$ cat src/rtl/pa_clint_pkg.sv
// Shared definitions for the CLINT two-port arbiter: FSM state encoding and
// the default downstream timeout.
package pa_clint_pkg;

  typedef enum logic [1:0] {
    IDLE  = 2'b00,
    ISSUE = 2'b01,
    RESP  = 2'b10
  } arb_state_t;

  localparam int TIMEOUT_DEFAULT = 16;

endpackage

$ cat src/rtl/pa_clint_arb_rr.sv
// Two-port round-robin picker: on a tie the port that did not win last time
// gets the grant; a sole requester always wins.
module pa_clint_arb_rr (
  input  logic [1:0] reqs,
  input  logic       last_owner,
  output logic [1:0] grant,
  output logic       winner
);

  always_comb begin
    winner = 1'b0;
    grant  = 2'b00;
    if (reqs == 2'b11) begin
      winner = ~last_owner;
    end else if (reqs[1]) begin
      winner = 1'b1;
    end
    if (|reqs) begin
      grant = winner ? 2'b10 : 2'b01;
    end
  end

endmodule

$ cat src/rtl/pa_clint_arb.sv
// Arbitrates the core TCIP master (port 0) and the debug master (port 1) onto
// the single CLINT register slave, with a bounded wait for completion.
module pa_clint_arb
  import pa_clint_pkg::*;
#(
  parameter int TIMEOUT = TIMEOUT_DEFAULT
) (
  input  logic        forever_cpuclk,
  input  logic        cpurst_b,
  input  logic        p0_req,
  input  logic        p0_write,
  input  logic [15:0] p0_addr,
  input  logic [31:0] p0_wdata,
  output logic        p0_gnt,
  output logic        p0_cmplt,
  output logic [31:0] p0_rdata,
  output logic        p0_err,
  input  logic        p1_req,
  input  logic        p1_write,
  input  logic [15:0] p1_addr,
  input  logic [31:0] p1_wdata,
  output logic        p1_gnt,
  output logic        p1_cmplt,
  output logic [31:0] p1_rdata,
  output logic        p1_err,
  output logic        arb_clint_sel,
  output logic        arb_clint_write,
  output logic [15:0] arb_clint_addr,
  output logic [31:0] arb_clint_wdata,
  input  logic        clint_arb_cmplt,
  input  logic [31:0] clint_arb_rdata
);

  localparam logic [4:0] LAST_CNT = 5'(TIMEOUT - 1);

  arb_state_t  state, state_nxt;
  logic [1:0]  grant;
  logic        winner;
  logic        last_owner;
  logic        owner;
  logic        write_q;
  logic [15:0] addr_q;
  logic [31:0] wdata_q;
  logic [31:0] rdata_q;
  logic        err_q;
  logic [4:0]  wait_cnt;
  logic        load;
  logic        done_ok;
  logic        done_to;

  pa_clint_arb_rr u_rr (
    .reqs       ({p1_req, p0_req}),
    .last_owner (last_owner),
    .grant      (grant),
    .winner     (winner)
  );

  always_comb begin
    state_nxt = state;
    load      = 1'b0;
    done_ok   = 1'b0;
    done_to   = 1'b0;
    case (state)
      IDLE: begin
        if (p0_req || p1_req) begin
          load      = 1'b1;
          state_nxt = ISSUE;
        end
      end
      ISSUE: begin
        if (clint_arb_cmplt) begin
          done_ok   = 1'b1;
          state_nxt = RESP;
        end else if (wait_cnt == LAST_CNT) begin
          done_to   = 1'b1;
          state_nxt = RESP;
        end
      end
      RESP:    state_nxt = IDLE;
      default: state_nxt = IDLE;
    endcase
  end

  always_ff @(posedge forever_cpuclk) begin
    if (!cpurst_b) begin
      state      <= IDLE;
      last_owner <= 1'b1;
      owner      <= 1'b0;
      write_q    <= 1'b0;
      addr_q     <= '0;
      wdata_q    <= '0;
      rdata_q    <= '0;
      err_q      <= 1'b0;
      wait_cnt   <= '0;
    end else begin
      state <= state_nxt;
      if (load) begin
        owner    <= winner;
        write_q  <= winner ? p1_write : p0_write;
        addr_q   <= winner ? p1_addr  : p0_addr;
        wdata_q  <= winner ? p1_wdata : p0_wdata;
        wait_cnt <= '0;
      end else if (state == ISSUE && !clint_arb_cmplt) begin
        wait_cnt <= wait_cnt + 5'd1;
      end
      if (done_ok) begin
        rdata_q    <= write_q ? 32'h0 : clint_arb_rdata;
        err_q      <= 1'b0;
        last_owner <= owner;
      end else if (done_to) begin
        rdata_q    <= 32'h0;
        err_q      <= 1'b1;
        last_owner <= owner;
      end
    end
  end

  // Every output is forced low while reset is held so nothing leaks out
  // before the registers have been initialised.
  assign p0_gnt          = cpurst_b && (state == IDLE) && grant[0];
  assign p1_gnt          = cpurst_b && (state == IDLE) && grant[1];
  assign arb_clint_sel   = cpurst_b && (state == ISSUE);
  assign arb_clint_write = arb_clint_sel && write_q;
  assign arb_clint_addr  = arb_clint_sel ? addr_q  : 16'h0;
  assign arb_clint_wdata = arb_clint_sel ? wdata_q : 32'h0;
  assign p0_cmplt        = cpurst_b && (state == RESP) && !owner;
  assign p1_cmplt        = cpurst_b && (state == RESP) && owner;
  assign p0_rdata        = p0_cmplt ? rdata_q : 32'h0;
  assign p1_rdata        = p1_cmplt ? rdata_q : 32'h0;
  assign p0_err          = p0_cmplt && err_q;
  assign p1_err          = p1_cmplt && err_q;

endmodule

$ cat config.mk
export PLATFORM = sky130hd
export DESIGN_NAME = pa_clint_arb
export DESIGN_NICKNAME = d
export VERILOG_FILES = /design/src/rtl/pa_clint_pkg.sv /design/src/rtl/pa_clint_arb_rr.sv /design/src/rtl/pa_clint_arb.sv
export SDC_FILE = /design/constraint.sdc
export NUM_CORES = 1
export LEC_CHECK = 0
export ABC_CLOCK_PERIOD_IN_PS = 7090
export BUFFER_PORTS_ARGS = -buffer_cell sky130_fd_sc_hd__buf_2
export CORE_MARGIN = 2
export CORE_UTILIZATION = 35
export CTS_CLUSTER_SIZE = 40
export DETAILED_ROUTE_END_ITERATION = 8
export GPL_TIMING_DRIVEN = 0
export PLACE_DENSITY = 0.66
export REMOVE_ABC_BUFFERS = 1
export SYNTH_ARGS = -nofsm -noshare
export SYNTH_HDL_FRONTEND = slang
export SYNTH_SLANG_ARGS = --single-unit
$ cat constraint.sdc
create_clock -name forever_cpuclk -period 7.09 [get_ports forever_cpuclk]
set_input_delay 2.127 -clock forever_cpuclk [delete_from_list [all_inputs] [get_ports forever_cpuclk]]
set_output_delay 2.127 -clock forever_cpuclk [all_outputs]
set_load 0.005 [all_outputs]
==> run summary, run 1 <==
The run finished with clean final reports. The number of antenna diodes in the final layout is 0. Relative to the synthesized area, the layout overhead comes to 35.8%.

The floorplan has 41 rows. The routed via count divided by cell count was 5.07. The library cell used most frequently in the layout, excluding fill and tap cells, is buf_2. The worst register-to-register path ends at write_q.

During placement, the flow inserted port buffers numbering 254. The H-tree was split into 3 levels. TritonCTS built the clock tree. In this design, the largest share of critical-path delay is due to buffers and inverters. The final hold slack was 460 ps; the setup slack after placement was -460 ps.

The global-route total usage across every layer came out at 19.8%. The final weighted congestion in routability-driven placement is 0.786. Cell type contributing the most total cell area after synthesis: dfxtp_1. The number of clock buffers added by TritonCTS is 9. The startpoint identified for the worst register-to-register timing path is state[0].

Entering global routing, the biggest net connects 56 pins. In the routed design, unresolved DRC markers number 0. STA classifies the critical path endpoint as an output pin.

For the initial antenna violation count, the log shows 0. Along the worst path, the maximum fanout reaches 55. In this run the worst hold path is classified as flop to flop.

The post-synthesis average cell area was 8.52 µm²; the cell count along the critical path was 4. Subtracting the final worst setup slack from the clock period gives 6520 ps. Measured against its own limit, the worst slew margin works out to 17.5%. For the worst setup path, the data arrival time is 4400 ps. The required time of the worst setup path is 4960 ps, and the number of buffer and inverter instances along the worst setup path is 3. The clock edge transition at the registers on the reported setup and hold paths came out at 60 ps. The category of the most critical setup path is primary input to output pin.

The worst register-to-register path has a depth of 3. The post-synthesis share of cell area spent on and, or, nand and nor gates was 25.5%. For the count of different cell masters after synthesis, the log shows 37.

The run gives 889 as the number of nets in the final layout. The run gives 91 as the number of clock sinks. At the pin with the least slew margin, the transition time is 1240 ps. The worst-case IR drop observed on VDD is 0.0940 mV. For this run, the top clock speed supported by timing is 153 MHz.

Of the post-synthesis cell area, the part taken by muxes is 3.52%. The worst reg-to-reg setup slack came out at 4590 ps. The cell with the biggest individual delay on the critical path was clkinv_1. The fraction of layout instances using a drive strength above 1 was 39.0%. The first-pass GRT wire length is 22,500 µm, and the overall power of the completed layout is 1.25 mW. Measured along the x axis, the die boundary spans 118 µm. For this run, the number of Yosys warnings is 0.

The most critical setup path has its endpoint at arb_clint_sel. The wire length per cell after detailed routing works out to 15.2 µm. The total of flip-flops plus latches after synthesis was 91; the leakage component of the power was 3.27 nW. The tools report the max-slew violation total from the final report as 0. The logs give 0 for the count of endpoints failing setup in the final report and 0.00455 mm² for the area of the mapped netlist. The run gives 4,484 as the number of global-route vias before repair. The critical path goes through buf_2 -> clkinv_1 -> nor2_1 -> buf_2.

For this design, the CTS-stage hold fixing added 0 buffers. From bottom edge to top edge, the die measures 118 µm. After layout, the worst setup slack is 566 ps.

Summing the areas of all xor and xnor instances in the mapped netlist gives 0.385% of the synthesized area. Detailed placement ended at an HPWL of 9710 µm. The final-report hold violation count was 0; the leftover overflow at the end of global routing was 0. The root buffer cell chosen for the clock tree is clkbuf_16. After synthesis, the largest family of logic cells by area is simple AND/OR/NAND/NOR gates.

For the standard cell core area, the log shows 0.0127 mm². Summing the areas of all fa, ha and maj instances in the mapped netlist gives 0.550% of the synthesized area. The boundary pin count is 255. The logs give 0 for the final antenna-violating net count and 910 for the placed instance count. The worst setup path is launched from a primary input. In the layout the commonest cells are buf_2, dfxtp_1, and2_1. Post-cts gate resize count: 0. By instance count, the cell type seen most on the critical path is buf_2. For this block, the initial DRC count from the detailed router was 234.

Dividing total power by cell area gives a power density of 203 mW/mm². The source of the critical timing path was cpurst_b. Setup repair after global routing left no endpoint under its margin. The die footprint was 0.0139 mm². Sorting the synthesized cells by area gives the leading types as dfxtp_1, and2_1, a221o_1, and3_1, nor3_1. Before antenna repair, the detailed router went through 4 iterations. The via count is 4,713, and the portion of the clock cycle consumed by the worst path in the final layout is 92.0%. After detailed routing, the total wire length is 14,100 µm. In this run the post-CTS setup repair buffer count came out at 2. The sequential share of the synthesized area was 40.1%; the portion of synthesized cell area occupied by the leading cell type was 40.1%.

The maximum count of clock buffers along a single path was 2. End-of-flow core utilization: 48.8%. The initial utilization of the core area, before any placement, comes to 35.9%. Synthesis produced a netlist whose cell count is 534.

At the later pin of the worst-skew pair, clock insertion delay measures 340 ps. The finished layout holds 929 standard cells, fillers aside. The synthesized netlist devotes 21.2% of its cell area to compound gates. The final worst clock skew is 6.81 ps, and the delay of the slowest cell on the worst path is 1040 ps. Max-cap violations in this run came to 0.
[cell type report]
type / instances / area [µm²]
Tap cell: 172 / 215
Inverter: 36 / 135
Multi-Input combinational cell: 354 / 2360
Clock buffer: 13 / 260
Sequential cell: 91 / 1820
Timing Repair Buffer: 260 / 1340
Clock inverter: 3 / 46.3
Fill cell: 1253 / 6490
[routing by layer]
metal  track usage [%]  wire [µm]
met1              23.7       6180
met5                 0          0
met2              33.4       6550
met3              6.30       1200
met4              7.23        206
[flip-flops by register name, summed over array words and instances, names as in the netlist]
signal      cells
owner           1
rdata_q        32
addr_q         16
wdata_q        32
wait_cnt        5
state           2
err_q           1
write_q         1
last_owner      1
[cells in the mapped netlist]
cell,count
ha_1,2
buf_2,6
and2_1,66
buf_6,7
and3_1,50
o2bb2ai_1,6
buf_4,1
nand2_1,34
nor3b_1,1
clkbuf_1,39
o311ai_0,1
o31a_1,2
nand2b_1,1
nor2b_1,1
o2bb2ai_2,10
xnor2_1,2
a21oi_1,35
or2_1,1
a211oi_1,2
nor3b_4,1
inv_1,35
nand3_1,1
clkinv_1,1
o21ai_0,35
dfxtp_1,91
a221o_1,33
mux2i_1,16
and2b_1,1
a21bo_2,1
and4bb_2,2
or4_1,1
o31ai_1,3
nor3_1,36
o22ai_1,1
nor2_1,7
buf_1,1
or3b_1,1
[logic make-up after synthesis]
| logic type | after synthesis |
|---|---|
| xor+xnor | 2 |
| flops | 91 |
| mux | 16 |
| buf+inv | 90 |
| fa+ha+maj | 2 |
| compound gates | 129 |
| simple gates | 204 |
[through the flow]
stage / instance area (µm²) / TNS, ps
3_3_place_gp: 5770 / -13660
4_1_cts: 6170 / 0
3_5_place_dp: 5840 / -460
5_1_grt: 6180 / 0
2_1_floorplan: 4280 / 0
6_report: 6180 / 0
[where the power goes]
group | internal (mW) | leakage (nW) | total [mW] | switching (mW)
sequential | 0.552 | 0.745 | 0.577 | 0.0250
combinational | 0.0833 | 2.38 | 0.190 | 0.107
clock | 0.293 | 0.146 | 0.487 | 0.194
[how the worst min path moves through the flow]
| stage | start | endpoint | slack, ps | cells past startpoint |
|---|---|---|---|---|
| 2_1_floorplan | addr_q[0] | addr_q[0] | 420 | 1 |
| 3_3_place_gp | wdata_q[26] | wdata_q[26] | 440 | 1 |
| 3_5_place_dp | wdata_q[27] | wdata_q[27] | 440 | 1 |
| 4_1_cts | wdata_q[27] | wdata_q[27] | 460 | 1 |
| 5_1_grt | addr_q[10] | addr_q[10] | 480 | 1 |
| 6_report | wdata_q[28] | wdata_q[28] | 460 | 1 |
Power figures use the tool's default switching activity.
==> run 2, diff against run 1 <==
- CORE_MARGIN: 2 -> 4
- CORE_UTILIZATION: 35 -> 48
- PLACE_DENSITY: 0.66 -> 0.86
==> run 2 against run 1 <==
Non-clock buffer count down 2; largest power group unchanged; first-iteration DRC count rose by 3.8%; count of clock-buffer cells in the layout fell by 3; power down 10%; sequential power barely moved; clock power is 25% lower; register-to-register slack got worse by 210 ps; cell count fell by 4.8%; die area fell by 20%; largest cell class unchanged; cell area decreased by 2.7%; sequential cell count unchanged; maximum frequency decreased by 4.7%.
==> run summary, run 2 (synthesis gave the netlist of run 1 again) <==
The routed via count divided by cell count is 5.45 (+7.4%). The worst setup path is of the primary input to output pin kind. The final hold slack was 471 ps (+11.6 ps); the max-slew violation total from the final report was 0 (unchanged). The total inserted antenna cells is 0 (unchanged), and the setup slack after placement is -340 ps (+120 ps). The worst setup path is captured at an output pin. Final antenna-violating net count: 0 (unchanged). The arrival time of the worst setup path was 4720 ps (+320 ps); the buffer count from post-CTS setup fixing was 0 (-2). The routed wire length came out at 14,400 µm (+1.8%).

The delay of the slowest cell on the worst path is 870 ps (-170 ps). The global-route total usage across every layer came out at 24.8% (+4.9 points). The cell row count is 35 (-15%), and the instance count along the most critical hold path is 1 (unchanged). For the worst relative slew slack, the log shows 16.5% (-0.92 points). For the clock buffer count from CTS, the log shows 9 (unchanged). Root buffer selected by CTS: clkbuf_8. The portion of the clock cycle consumed by the worst path in the final layout came out at 96.5% (+4.5 points).

The cell with the biggest individual delay on the critical path is or3b_2. For the top achievable clock speed, the log shows 146 MHz (-4.7%). The number of buffers inserted by port buffering was 254 (unchanged); the fraction of layout instances using a drive strength above 1 was 39.1% (+0.10 points).

Walking the worst path, the cells encountered are buf_2 -> or3b_2 -> nor3b_4 -> buf_2. The tools report the final weighted congestion in routability-driven placement as 0.850 (+8.1%). For the leakage component of the power, the log shows 3.21 nW (-1.6%). The initial antenna violation count came out at 0 (unchanged).

The post-detailed-route DRC marker count came out at 0 (unchanged). The cell count along the critical path is 4 (unchanged), and the required time of the worst setup path is 4960 ps (about the same). The number of H-tree branching levels is 3 (unchanged). The count of endpoints failing setup in the final report came out at 0 (unchanged).

The most utilized layer in the global route result was met2. For the worst path setup slack after routing, the log shows 247 ps (-319 ps). The max-cap check violation count is 0 (unchanged), and the starting DRC count in detailed routing is 243 (+3.8%). The logs give 0.0966 mV (+2.8%) for the peak supply drop and 2 (unchanged) for the maximum count of clock buffers along a single path.

The number of cells on the worst reg-to-reg path works out to 3 (unchanged). The time the worst path needs with I/O delays and setup works out to 6840 ps (+319 ps). The run finished with clean final reports. Commonest non-fill, non-tap cell in the layout: buf_2.

The pin slew with the least headroom to its limit came out at 1250 ps (+13.8 ps). The largest registers in the layout are rdata_q: 32 flops, wdata_q: 32 flops, addr_q: 16 flops. The width of the chip was 105 µm (-11%).

The run gives 45.4% (+12 points) as the global routing met2 resource utilization. For the number of clock sinks, the log shows 91 (unchanged). The power density over cell area was 188 mW/mm² (-7.4%).

The tools report the final worst clock skew as 16.6 ps (+9.76 ps). The path type of the worst min-delay path was flop to flop. The detailed-routing iteration count for the pre-antenna-repair pass was 4 (unchanged); the largest net degree at the start of global routing was 56 (unchanged).

For the leftover overflow at the end of global routing, the log shows 0 (unchanged). Setup repair after global routing left no endpoint under its margin. The worst-skew pair later-pin latency was 350 ps (about the same). The startpoint kind of the worst setup timing path was a primary input.

Wire length per cell after detailed routing: 16.3 µm (+7.0%). Top fanout value on the critical path: 55 (unchanged). TritonCTS built the clock tree. The number of buffer and inverter instances along the worst setup path works out to 2 (-1).

For the met3 track demand over resource, the log shows 7.53% (+1.2 points). In the layout the commonest cells are buf_2, dfxtp_1, and2_1. The tools report the starting density of the core as 49.2% (+13 points).

The growth of design area from synthesis to finish is 32.1%. Number of nets in the final layout: 887 (-0.22%). The number of buffers added to fix hold violations after cts came out at 0 (unchanged).

The die height works out to 105 µm (-11%). The die footprint is 0.0111 mm² (-20%). The sum of net half-perimeters after detailed placement was 10,200 µm (+5.3%); the boundary pin count was 255 (unchanged). The first-pass GRT wire length was 22,900 µm (+1.7%); the via count was 4,816 (+2.2%). By instance count, the cell type seen most on the critical path is buf_2. The logs give 27.2% (+3.5 points) for the global-route met1 utilization and 0.00924 mm² (-27%) for the standard cell core area. The number of global-route vias before repair came out at 4,649 (+3.7%). For the final-report hold violation count, the log shows 0 (unchanged). The cell family contributing the most delay on the critical path is simple AND/OR/NAND/NOR gates. Clock edge transition at the registers on the reported setup and hold paths: 90 ps (+30 ps).
## run 2: metal layers
metal / share of wire (%) / vias up
met5: 0 / -
li1: - / 2305
met1: 37 / 2245
met3: 10 / 19
met2: 51 / 247
met4: 1.5 / 0
## run 2: worst paths after layout
check,slack [ps],endpoint,start
min reg2reg,470,wdata_q[30],wdata_q[30]
min,470,wdata_q[30],wdata_q[30]
max,250,p0_gnt,cpurst_b
max reg2reg,4380,addr_q[13],state[0]
## run 2: final cells by class
cell class,instances,area [µm²]
fill,794,3230
multi-input combinational,354,2350
sequential,91,1820
timing repair buffer,258,1330
tap,129,161
clock buffer,10,138
inverter,36,135
clock inverter,6,72.6
## run 2: metrics by stage
step	utilization, %	area, µm²	setup TNS [ps]	cells	power, mW
after global placement	61.8	5710	-3800	863	0.759
after floorplan	-	4280	0	480	0.679
final	65.0	6010	0	884	1.13
after global routing	65.0	6010	0	884	1.18
after CTS	65.0	6010	0	884	1.14
after detailed placement	62.6	5790	-340	867	0.772
## run 2: repair_timing
| item | in CTS | in global routing |
|---|---|---|
| resized for setup | 0 | 0 |
| endpoints found under the setup margin | 1 | 0 |
| endpoints found under the hold margin | 0 | 0 |
## run 2: where the power goes
group	internal [mW]	switching, mW	total [mW]
Sequential	0.551	0.0261	0.577
Combinational	0.0822	0.105	0.188
Clock	0.176	0.188	0.364
